$ cat src/rtl/zx_pixel_plotter_if.sv
// Command and screen-RAM port bundle for zx_pixel_plotter.
// The plotter engine takes the slave modport; the requester and RAM side take master.
interface zx_pixel_plotter_if;
   logic        cmd_valid;
   logic        cmd_ready;
   logic [1:0]  cmd_op;
   logic [7:0]  cmd_x;
   logic [7:0]  cmd_y;
   logic [7:0]  cmd_data;
   logic [12:0] mem_addr;
   logic        mem_re;
   logic [7:0]  mem_rdata;
   logic [7:0]  mem_wdata;
   logic        mem_we;
   logic        busy;
   logic        err;

   modport master (
      output cmd_valid, cmd_op, cmd_x, cmd_y, cmd_data, mem_rdata,
      input  cmd_ready, mem_addr, mem_re, mem_wdata, mem_we, busy, err
   );

   modport slave (
      input  cmd_valid, cmd_op, cmd_x, cmd_y, cmd_data, mem_rdata,
      output cmd_ready, mem_addr, mem_re, mem_wdata, mem_we, busy, err
   );
endinterface

$ cat src/rtl/zx_pixel_plotter.sv
// Read-modify-write pixel engine for the ZX Spectrum 256x192 bitmap, plus linear screen fill.
// Define PLOTTER_RESET_CLEAR_EN to fill the screen with CLEAR_BYTE after every reset release.
module zx_pixel_plotter #(
   parameter logic [7:0] CLEAR_BYTE = 8'h00
) (
   input  logic              clk,
   input  logic              reset,
   zx_pixel_plotter_if.slave bus
);

   typedef enum logic [2:0] {
      ST_IDLE,
      ST_READ,
      ST_MODIFY,
      ST_WRITE,
      ST_FILL
   } state_t;

   localparam logic [1:0]  OP_SET    = 2'b00;
   localparam logic [1:0]  OP_CLEAR  = 2'b01;
   localparam logic [1:0]  OP_TOGGLE = 2'b10;
   localparam logic [1:0]  OP_FILL   = 2'b11;
   localparam logic [12:0] FILL_LAST = 13'd6143;

   state_t      state_reg, state_next;
   logic [12:0] addr_reg, addr_next;
   logic [1:0]  op_reg, op_next;
   logic [7:0]  mask_reg, mask_next;
   logic [7:0]  fill_byte_reg, fill_byte_next;
   logic [12:0] fill_cnt_reg, fill_cnt_next;

   logic        cmd_ready_reg, cmd_ready_next;
   logic        busy_reg, busy_next;
   logic        err_reg, err_next;
   logic        mem_re_reg, mem_re_next;
   logic        mem_we_reg, mem_we_next;
   logic [12:0] mem_addr_reg, mem_addr_next;
   logic [7:0]  mem_wdata_reg, mem_wdata_next;

   logic        accept;
   logic        fill_cmd;
   logic        row_ok;
   logic        start_init;
   logic [12:0] cmd_addr;
   logic [7:0]  cmd_mask;
   logic [7:0]  modified;

`ifdef PLOTTER_RESET_CLEAR_EN
   logic init_pending_reg, init_pending_next;
   assign start_init = init_pending_reg;
`else
   assign start_init = 1'b0;
`endif

   assign accept   = cmd_ready_reg & bus.cmd_valid;
   assign fill_cmd = (bus.cmd_op == OP_FILL);
   assign row_ok   = (bus.cmd_y[7:6] != 2'b11);

   // Spectrum screen layout: third, pixel line in cell, character row, column byte.
   assign cmd_addr = {bus.cmd_y[7:6], bus.cmd_y[2:0], bus.cmd_y[5:3], bus.cmd_x[7:3]};

   // MSB is the leftmost pixel of the byte.
   generate
      for (genvar gi = 0; gi < 8; gi++) begin : g_mask
         assign cmd_mask[gi] = (bus.cmd_x[2:0] == 3'(7 - gi));
      end
   endgenerate

   always_comb begin
      case (op_reg)
         OP_SET:    modified = bus.mem_rdata | mask_reg;
         OP_CLEAR:  modified = bus.mem_rdata & ~mask_reg;
         OP_TOGGLE: modified = bus.mem_rdata ^ mask_reg;
         default:   modified = bus.mem_rdata;
      endcase
   end

   // State register together with the datapath latches and registered outputs.
   always_ff @(posedge clk or negedge reset) begin
      if (!reset) begin
         state_reg     <= ST_IDLE;
         addr_reg      <= '0;
         op_reg        <= '0;
         mask_reg      <= '0;
         fill_byte_reg <= '0;
         fill_cnt_reg  <= '0;
         cmd_ready_reg <= 1'b0;
         busy_reg      <= 1'b0;
         err_reg       <= 1'b0;
         mem_re_reg    <= 1'b0;
         mem_we_reg    <= 1'b0;
         mem_addr_reg  <= '0;
         mem_wdata_reg <= '0;
`ifdef PLOTTER_RESET_CLEAR_EN
         init_pending_reg <= 1'b1;
`endif
      end else begin
         state_reg     <= state_next;
         addr_reg      <= addr_next;
         op_reg        <= op_next;
         mask_reg      <= mask_next;
         fill_byte_reg <= fill_byte_next;
         fill_cnt_reg  <= fill_cnt_next;
         cmd_ready_reg <= cmd_ready_next;
         busy_reg      <= busy_next;
         err_reg       <= err_next;
         mem_re_reg    <= mem_re_next;
         mem_we_reg    <= mem_we_next;
         mem_addr_reg  <= mem_addr_next;
         mem_wdata_reg <= mem_wdata_next;
`ifdef PLOTTER_RESET_CLEAR_EN
         init_pending_reg <= init_pending_next;
`endif
      end
   end

   always_comb begin
      state_next = state_reg;
      case (state_reg)
         ST_IDLE: begin
            if (start_init) begin
               state_next = ST_FILL;
            end else if (accept) begin
               if (fill_cmd)
                  state_next = ST_FILL;
               else if (row_ok)
                  state_next = ST_READ;
            end
         end
         ST_READ:   state_next = ST_MODIFY;
         ST_MODIFY: state_next = ST_WRITE;
         ST_WRITE:  state_next = ST_IDLE;
         ST_FILL: begin
            if (fill_cnt_reg == FILL_LAST)
               state_next = ST_IDLE;
         end
         default:   state_next = ST_IDLE;
      endcase
   end

   // Outputs are computed for the state being entered so they can be registered.
   always_comb begin
      addr_next      = addr_reg;
      op_next        = op_reg;
      mask_next      = mask_reg;
      fill_byte_next = fill_byte_reg;
      fill_cnt_next  = fill_cnt_reg;
      cmd_ready_next = 1'b0;
      busy_next      = 1'b1;
      err_next       = 1'b0;
      mem_re_next    = 1'b0;
      mem_we_next    = 1'b0;
      mem_addr_next  = '0;
      mem_wdata_next = '0;
`ifdef PLOTTER_RESET_CLEAR_EN
      init_pending_next = init_pending_reg;
      if (start_init)
         init_pending_next = 1'b0;
`endif

      if (state_reg == ST_IDLE) begin
         if (state_next == ST_READ) begin
            addr_next = cmd_addr;
            op_next   = bus.cmd_op;
            mask_next = cmd_mask;
         end else if (state_next == ST_FILL) begin
            fill_cnt_next  = '0;
            fill_byte_next = start_init ? CLEAR_BYTE : bus.cmd_data;
         end else begin
            err_next = accept & ~fill_cmd & ~row_ok;
         end
      end else if (state_reg == ST_FILL && state_next == ST_FILL) begin
         fill_cnt_next = fill_cnt_reg + 13'd1;
      end

      case (state_next)
         ST_IDLE: begin
            cmd_ready_next = 1'b1;
            busy_next      = 1'b0;
         end
         ST_READ: begin
            mem_re_next   = 1'b1;
            mem_addr_next = addr_next;
         end
         ST_MODIFY: begin
            mem_addr_next = addr_reg;
         end
         ST_WRITE: begin
            mem_we_next    = 1'b1;
            mem_addr_next  = addr_reg;
            mem_wdata_next = modified;
         end
         ST_FILL: begin
            mem_we_next    = 1'b1;
            mem_addr_next  = fill_cnt_next;
            mem_wdata_next = fill_byte_next;
         end
         default: begin
            busy_next = 1'b1;
         end
      endcase
   end

   assign bus.cmd_ready = cmd_ready_reg;
   assign bus.busy      = busy_reg;
   assign bus.err       = err_reg;
   assign bus.mem_re    = mem_re_reg;
   assign bus.mem_we    = mem_we_reg;
   assign bus.mem_addr  = mem_addr_reg;
   assign bus.mem_wdata = mem_wdata_reg;

endmodule

$ cat src/flat_wrapper.sv
// flat-port wrapper written by rule: the top's interface ports become plain ports
module zx_pixel_plotter_flat 
#(
   parameter logic [7:0] CLEAR_BYTE = 8'h00
)
  (clk, reset, bus_cmd_valid, bus_cmd_op, bus_cmd_x, bus_cmd_y, bus_cmd_data, bus_mem_rdata, bus_cmd_ready, bus_mem_addr, bus_mem_re, bus_mem_wdata, bus_mem_we, bus_busy, bus_err);
  zx_pixel_plotter_if bus_i ();
  input  logic clk;
  input  logic reset;
  input wire logic [$bits(bus_i.cmd_valid)-1:0] bus_cmd_valid;
  input wire logic [$bits(bus_i.cmd_op)-1:0] bus_cmd_op;
  input wire logic [$bits(bus_i.cmd_x)-1:0] bus_cmd_x;
  input wire logic [$bits(bus_i.cmd_y)-1:0] bus_cmd_y;
  input wire logic [$bits(bus_i.cmd_data)-1:0] bus_cmd_data;
  input wire logic [$bits(bus_i.mem_rdata)-1:0] bus_mem_rdata;
  output wire logic [$bits(bus_i.cmd_ready)-1:0] bus_cmd_ready;
  output wire logic [$bits(bus_i.mem_addr)-1:0] bus_mem_addr;
  output wire logic [$bits(bus_i.mem_re)-1:0] bus_mem_re;
  output wire logic [$bits(bus_i.mem_wdata)-1:0] bus_mem_wdata;
  output wire logic [$bits(bus_i.mem_we)-1:0] bus_mem_we;
  output wire logic [$bits(bus_i.busy)-1:0] bus_busy;
  output wire logic [$bits(bus_i.err)-1:0] bus_err;
  assign bus_i.cmd_valid = bus_cmd_valid;
  assign bus_i.cmd_op = bus_cmd_op;
  assign bus_i.cmd_x = bus_cmd_x;
  assign bus_i.cmd_y = bus_cmd_y;
  assign bus_i.cmd_data = bus_cmd_data;
  assign bus_i.mem_rdata = bus_mem_rdata;
  assign bus_cmd_ready = bus_i.cmd_ready;
  assign bus_mem_addr = bus_i.mem_addr;
  assign bus_mem_re = bus_i.mem_re;
  assign bus_mem_wdata = bus_i.mem_wdata;
  assign bus_mem_we = bus_i.mem_we;
  assign bus_busy = bus_i.busy;
  assign bus_err = bus_i.err;
  zx_pixel_plotter #(.CLEAR_BYTE(CLEAR_BYTE)) u_core (.clk(clk), .reset(reset), .bus(bus_i));
endmodule
$ cat config.mk
export PLATFORM = sky130hd
export DESIGN_NAME = zx_pixel_plotter_flat
export DESIGN_NICKNAME = d
export VERILOG_FILES = /design/src/rtl/zx_pixel_plotter_if.sv /design/src/rtl/zx_pixel_plotter.sv /design/src/flat_wrapper.sv
export SDC_FILE = /design/constraint.sdc
export NUM_CORES = 1
export LEC_CHECK = 0
export BUFFER_PORTS_ARGS = -buffer_cell sky130_fd_sc_hd__buf_2
export CORE_MARGIN = 1.5
export CORE_UTILIZATION = 56
export DETAILED_ROUTE_END_ITERATION = 6
export GPL_TIMING_DRIVEN = 0
export PLACE_DENSITY_LB_ADDON = 0.1
export SETUP_SLACK_MARGIN = 0.4
export SYNTH_ARGS = -nofsm -noshare
export SYNTH_HDL_FRONTEND = slang
export SYNTH_SLANG_ARGS = --single-unit
$ cat constraint.sdc
create_clock -name clk -period 2.3 [get_ports clk]
set_clock_uncertainty 0.15 [all_clocks]
set_input_delay 0.345 -clock clk [delete_from_list [all_inputs] [get_ports clk]]
set_output_delay 0.345 -clock clk [all_outputs]
set_load 0.02 [all_outputs]
======== After elaboration in Yosys (flattened, before gate mapping) ========
Index checks and enable logic that the tools add are counted.
word-level totals
  bits of input ports ..................... 37
  output and inout bits ................... 26
  bits in registers ....................... 73
  logic and storage cells ................. 74
cells by class
  $add $sub $neg .......................... 1
  reductions and logical operators ........ 8
  multiplexer cells ....................... 24
  bitwise gates (word level) .............. 9
  equality and inequality tests ........... 19
operator list
  cell                   count
  $mux 13                6
  $pmux 13 s3            1
  $mux 8                 3
  $pmux 8 s3             1
  $eq 3x3->1 const B     6
  $pmux 8 s2             1
  $eq 3x2->1 const B     5
  $add 13x1->13 const B  1
  $eq 13x13->1 const B   1
  $mux 3                 4
  $pmux 3 s4             1
  $eq 3x1->1 const B     3
  $logic_not 3->1        3
  $and 8x8->8            1
  $not 8->8              1
  $or 8x8->8             1
  $xor 8x8->8            1
  $mux 1                 7
  $eq 2x2->1 const B     2
  $reduce_or 2->1        2
  $and 1x1->1            3
  $eq 2x1->1 const B     1
  $logic_not 2->1        1
  $ne 2x2->1 const B     1
  other kinds (3)        4

======== Logic depth before layout (Yosys ltp) ========
  depth in word-level cells ............... 10
  gate-level depth with buffers ........... 7
  gate-level depth less buffers ........... 6

======== Least setup slack after synthesis ========
No wires, ideal clock.
  path kind ............................... register to register
  start point ............................. reg u_core.fill_cnt_reg[0]
  end point ............................... reg u_core.busy_reg (netlist: u_core.bus.busy)
  period minus slack after synthesis ...... 1.973 ns
  arrival ................................. 1.685 ns
  library setup time ...................... 0.138 ns
  path slack .............................. 0.327 ns
  required time ........................... 2.012 ns
  stages on the path, launching flop included .. 6
  cell sequence ........................... dfrtp_1 ha_1 nand3_2 nor4_4 nor2_2 or4_1
between the ends
  longest elaborated chain between the ends .. 5
ends and longest elaborated chain
  what                      RTL line                 RTL
  start: declaration        zx_pixel_plotter.sv:30   logic [12:0] fill_cnt_reg, fill_cnt_next;
  start signal: assignment  zx_pixel_plotter.sv:103  fill_cnt_reg <= fill_cnt_next;
  $eq 13x13->1              zx_pixel_plotter.sv:134  if (fill_cnt_reg == FILL_LAST)
  $mux 3                    zx_pixel_plotter.sv:134
  $pmux 3 s4                zx_pixel_plotter.sv:119  case (state_reg)
  $logic_not 3->1           zx_pixel_plotter.sv:176  case (state_next)
  $mux 1                    zx_pixel_plotter.sv:176
  net u_core.busy_next      zx_pixel_plotter.sv:33   logic busy_reg, busy_next;
  end signal: assignment    zx_pixel_plotter.sv:105  busy_reg <= busy_next;
  end: declaration          zx_pixel_plotter.sv:33
The timed path passes the listed nets, and every way through them passes these cells.
A chain may end at the register's enable or synchronous reset.

======== Worst setup path after layout ========
Same ends and word-level chain as after synthesis.

==> key figures <==
Worst setup path
  • WP buf/inv: 0
  • Slowest CP cell: or4_1
  • CP required: ~2.4 ns
  • Top delay family on crit path: simple AND/OR/NAND/NOR gates
  • CP Class: register to register
  • Worst r2r dst: u_core.bus.busy$_DFF_PN0_
  • Worst R2R Path Depth: 5
  • Reg2Reg Setup Slack: 0.39 ns
  • Crit-path max cell delay: 0.50 ns
  • Critical Path Fanout Max: 4
  • Setup crit end kind: register
  • Cell Chain, Critical Path: ha_4 > nand3_4 > nor4_4 > nor2_4 > or4_1
  • Startpoint Class: register
  • FF-to-FF Start: u_core.fill_cnt_reg[0]$_DFF_PN0_
  • CP arrival: a little under 2 ns
  • Critical Path Stages: 5

GRT
  • Global Route met1 Usage: a little over a third
  • GRT Max-Usage Layer: met2
  • GR Overflow Total: 0
  • Met2 GRT Util: 38.3%
  • GRT Util Overall: 24.8%
  • Global-route wire length before repair: 13,700 um
  • Vias in the first global route: 2,811
  • Met3 Resource Use GR: ~4%
  • Pin count of the biggest net entering global routing: 74
  • Initial antenna violation count: 0

STA
  • # setup viols final: 0
  • RSZ-0062 raised after global routing: yes
  • Worst hold slack: -0.0427 ns
  • Slew margin rel.: 40.1%
  • Final worst path period need: roughly 1.9 ns
  • Setup ws final: 0.392 ns
  • Hold violation count in the final report: 45
  • Slew Limit Fails: 0
  • Tcrit/Tclk final: 83.0%
  • Setup total negative slack: 0 ns
  • Worst-Margin Slew: 0.899 ns
  • Max Freq: roughly 520 MHz

CTS
  • Clock root buffer: clkbuf_8
  • TritonCTS Buffers: 9
  • Clock buffer depth: 2
  • CTS clk-pin slew, worst paths: 0.07 ns
  • TritonCTS clock tree: done
  • Htree depth: 3
  • Clock Latency Late Sink: 0.35 ns
  • CTS Sinks: 73

Detailed routing
  • Drt pass-1 iters: 4
  • Via density: 5.56
  • WL final: 8360 um
  • # DRC: 0
  • Iter 0 DRT Violations: 170
  • Routed wire per std cell: 15.7 um
  • Via count: 2,958
  • DRT antenna net count: 0

Floorplan
  • Row count: 29
  • Boundary pin count: 63
  • Initial Util: 58.1%
  • Die height: 84.1 um
  • Core Region: 0.00635 sq mm
  • DIE AREA: 0.00708 sq mm
  • Die Wd: between 80 and 90 um

Outcome
  • Failing checks: hold timing
  • Status: complete, but fails checks

Final layout
  • Diodes inserted: 0
  • Final nets: 505
  • Final core utilization: 70.9%
  • Syn-to-layout area delta: 22.2%
  • Fraction of layout instances using a drive strength above 1: around 31%

Yosys
  • Avg Cell Area, Syn: 10.1 sq um
  • Post-Syn Area: ~0.0037 sq mm
  • Largest area contributor in the netlist: dfrtp_1
  • Top_reg_cell synth: dfrtp_1
  • Synthesis-stage register bit count: between 70 and 80
  • Post-synthesis sequential area ratio: 49.5%
  • Post-synth EDFFs: 0
  • Syn nets: 419
  • Top cells by area, synth: dfrtp_1 (50%), nand2_1 (10%), ha_1 (5.8%)
  • Synth Warn #: 0
  • Syn Inst Count: 365
  • Top-area cell type share of the netlist area: 49.5%
  • Distinct cell type count after synthesis: 47
  • Asr flop ratio synth: 100%

Place
  • Setup WS pre-CTS: around 0.084 ns
  • HPWL Detailed: 5620 um
  • Port bufs: 62
  • Routability cong.: a little over 0.9

Worst hold path
  • Path category of the worst min-delay check: input port to async pin

Power and ir drop
  • Max VDD drop: just under 800 uV
  • Pwr Density: 1180 mW/mm^2
  • P_leak: 2.27 nW

Run
  • Maxcap violations: 0
-- area by class of cell --
type | instances | area, sq um
Multi-Input combinational cell | 249 | 1760
Clock inverter | 4 | 45.0
Buffer | 17 | 126
Inverter | 26 | 97.6
Sequential cell | 73 | 1840
Clock buffer | 11 | 131
Fill cell | 498 | 1850
Timing Repair Buffer | 75 | 410
Tap cell | 77 | 96.3
-- kinds of logic (layout without fill, tap and decap cells) --
logic type               count (synthesis)  after routing  share of synthesized area, %
AND/OR/NAND/NOR                        160            160                          21.2
XOR/XNOR                                11             11                          2.61
flip-flops                              73             73                          49.5
adder cells (fa/ha/maj)                 17             17                          5.77
multiplexers                            14             14                          6.18
buffers and inverters                   43            133                          4.89
AO/OA/AOI/OAI                           47             47                          9.84
-- power by group --
group | total, W | leakage, nW | internal, W | switching, W
Clock | 0.000952 | 0.0929 | 0.000491 | 0.000462
Combinational | 0.00216 | 1.24 | 0.000956 | 0.00121
Sequential | 0.00221 | 0.929 | 0.00183 | 0.000381
Total | 0.00532 | 2.27 | 0.00327 | 0.00205
-- how the worst max path moves through the flow --
| stage | from | slack [ns] | end |
|---|---|---|---|
| finish | u_core.fill_cnt_reg[0]$_DFF_PN0_ | 0.39 | u_core.bus.busy$_DFF_PN0_ |
| global route | u_core.fill_cnt_reg[1]$_DFF_PN0_ | 0.33 | u_core.bus.busy$_DFF_PN0_ |
| CTS | u_core.fill_cnt_reg[11]$_DFF_PN0_ | 0.39 | u_core.bus.busy$_DFF_PN0_ |
| detailed placement | u_core.fill_cnt_reg[0]$_DFF_PN0_ | 0.08 | u_core.bus.busy$_DFF_PN0_ |
| global placement | u_core.fill_cnt_reg[0]$_DFF_PN0_ | 0.1 | u_core.bus.busy$_DFF_PN0_ |
| floorplan | u_core.fill_cnt_reg[0]$_DFF_PN0_ | 0.36 | u_core.bus.busy$_DFF_PN0_ |
-- routing by layer --
metal / share of wire, % / routed length (um)
met2: 47 / 3900
met4: 1.8 / 153
met5: 0 / 0
met1: 46 / 3870
met3: 5.2 / 439
-- worst reg2reg max path, delay by kind of cell, from the launching register on --
kind          cells  cell delay [ns]
fa+ha+maj         1             0.16
simple gates      4             1.06
flops             1             0.40
-- Yosys cell counts, drive strengths merged (3+ instances only) --
cell type / count
o311ai: 4
o21ai: 9
nor4: 3
nor2: 10
a221o: 9
nor2b: 8
clkbuf: 10
o31ai: 5
a22oi: 3
nor3: 5
o211ai: 11
dfrtp: 73
mux2i: 7
ha: 17
nand2: 98
inv: 26
xor2: 5
mux4: 7
buf: 7
xnor2: 6
nand4: 4
nand3: 14
-- per-stage QoR --
stage	instance area [sq um]	std cells	total power (W)
global placement	4110	504	0.00409
CTS	4420	527	0.00523
detailed placement	4120	504	0.00419
finish	4500	532	0.00532
floorplan	3710	365	0.00357
global route	4500	532	0.00566
-- cell usage in the layout (no fill, tap or decap), drive strengths merged, types with 6 or more instances in the layout --
cell and instances:
xnor2 6, buf 84, nand3 14, inv 26, nor2b 8, clkbuf 19
nand2 98, nor2 10, a221o 9, ha 17, dfrtp 73, mux2i 7
mux4 7, o21ai 9, o211ai 11
-- what timing repair did --
action | 4_1_cts | 5_1_grt
gates resized for setup | 24 | 31
pin swaps | 3 | 5
hold buffers | 0 | 0
buffers inserted | 8 | 5
setup endpoints to repair | 62 | 59
Power figures use the tool's default switching activity.
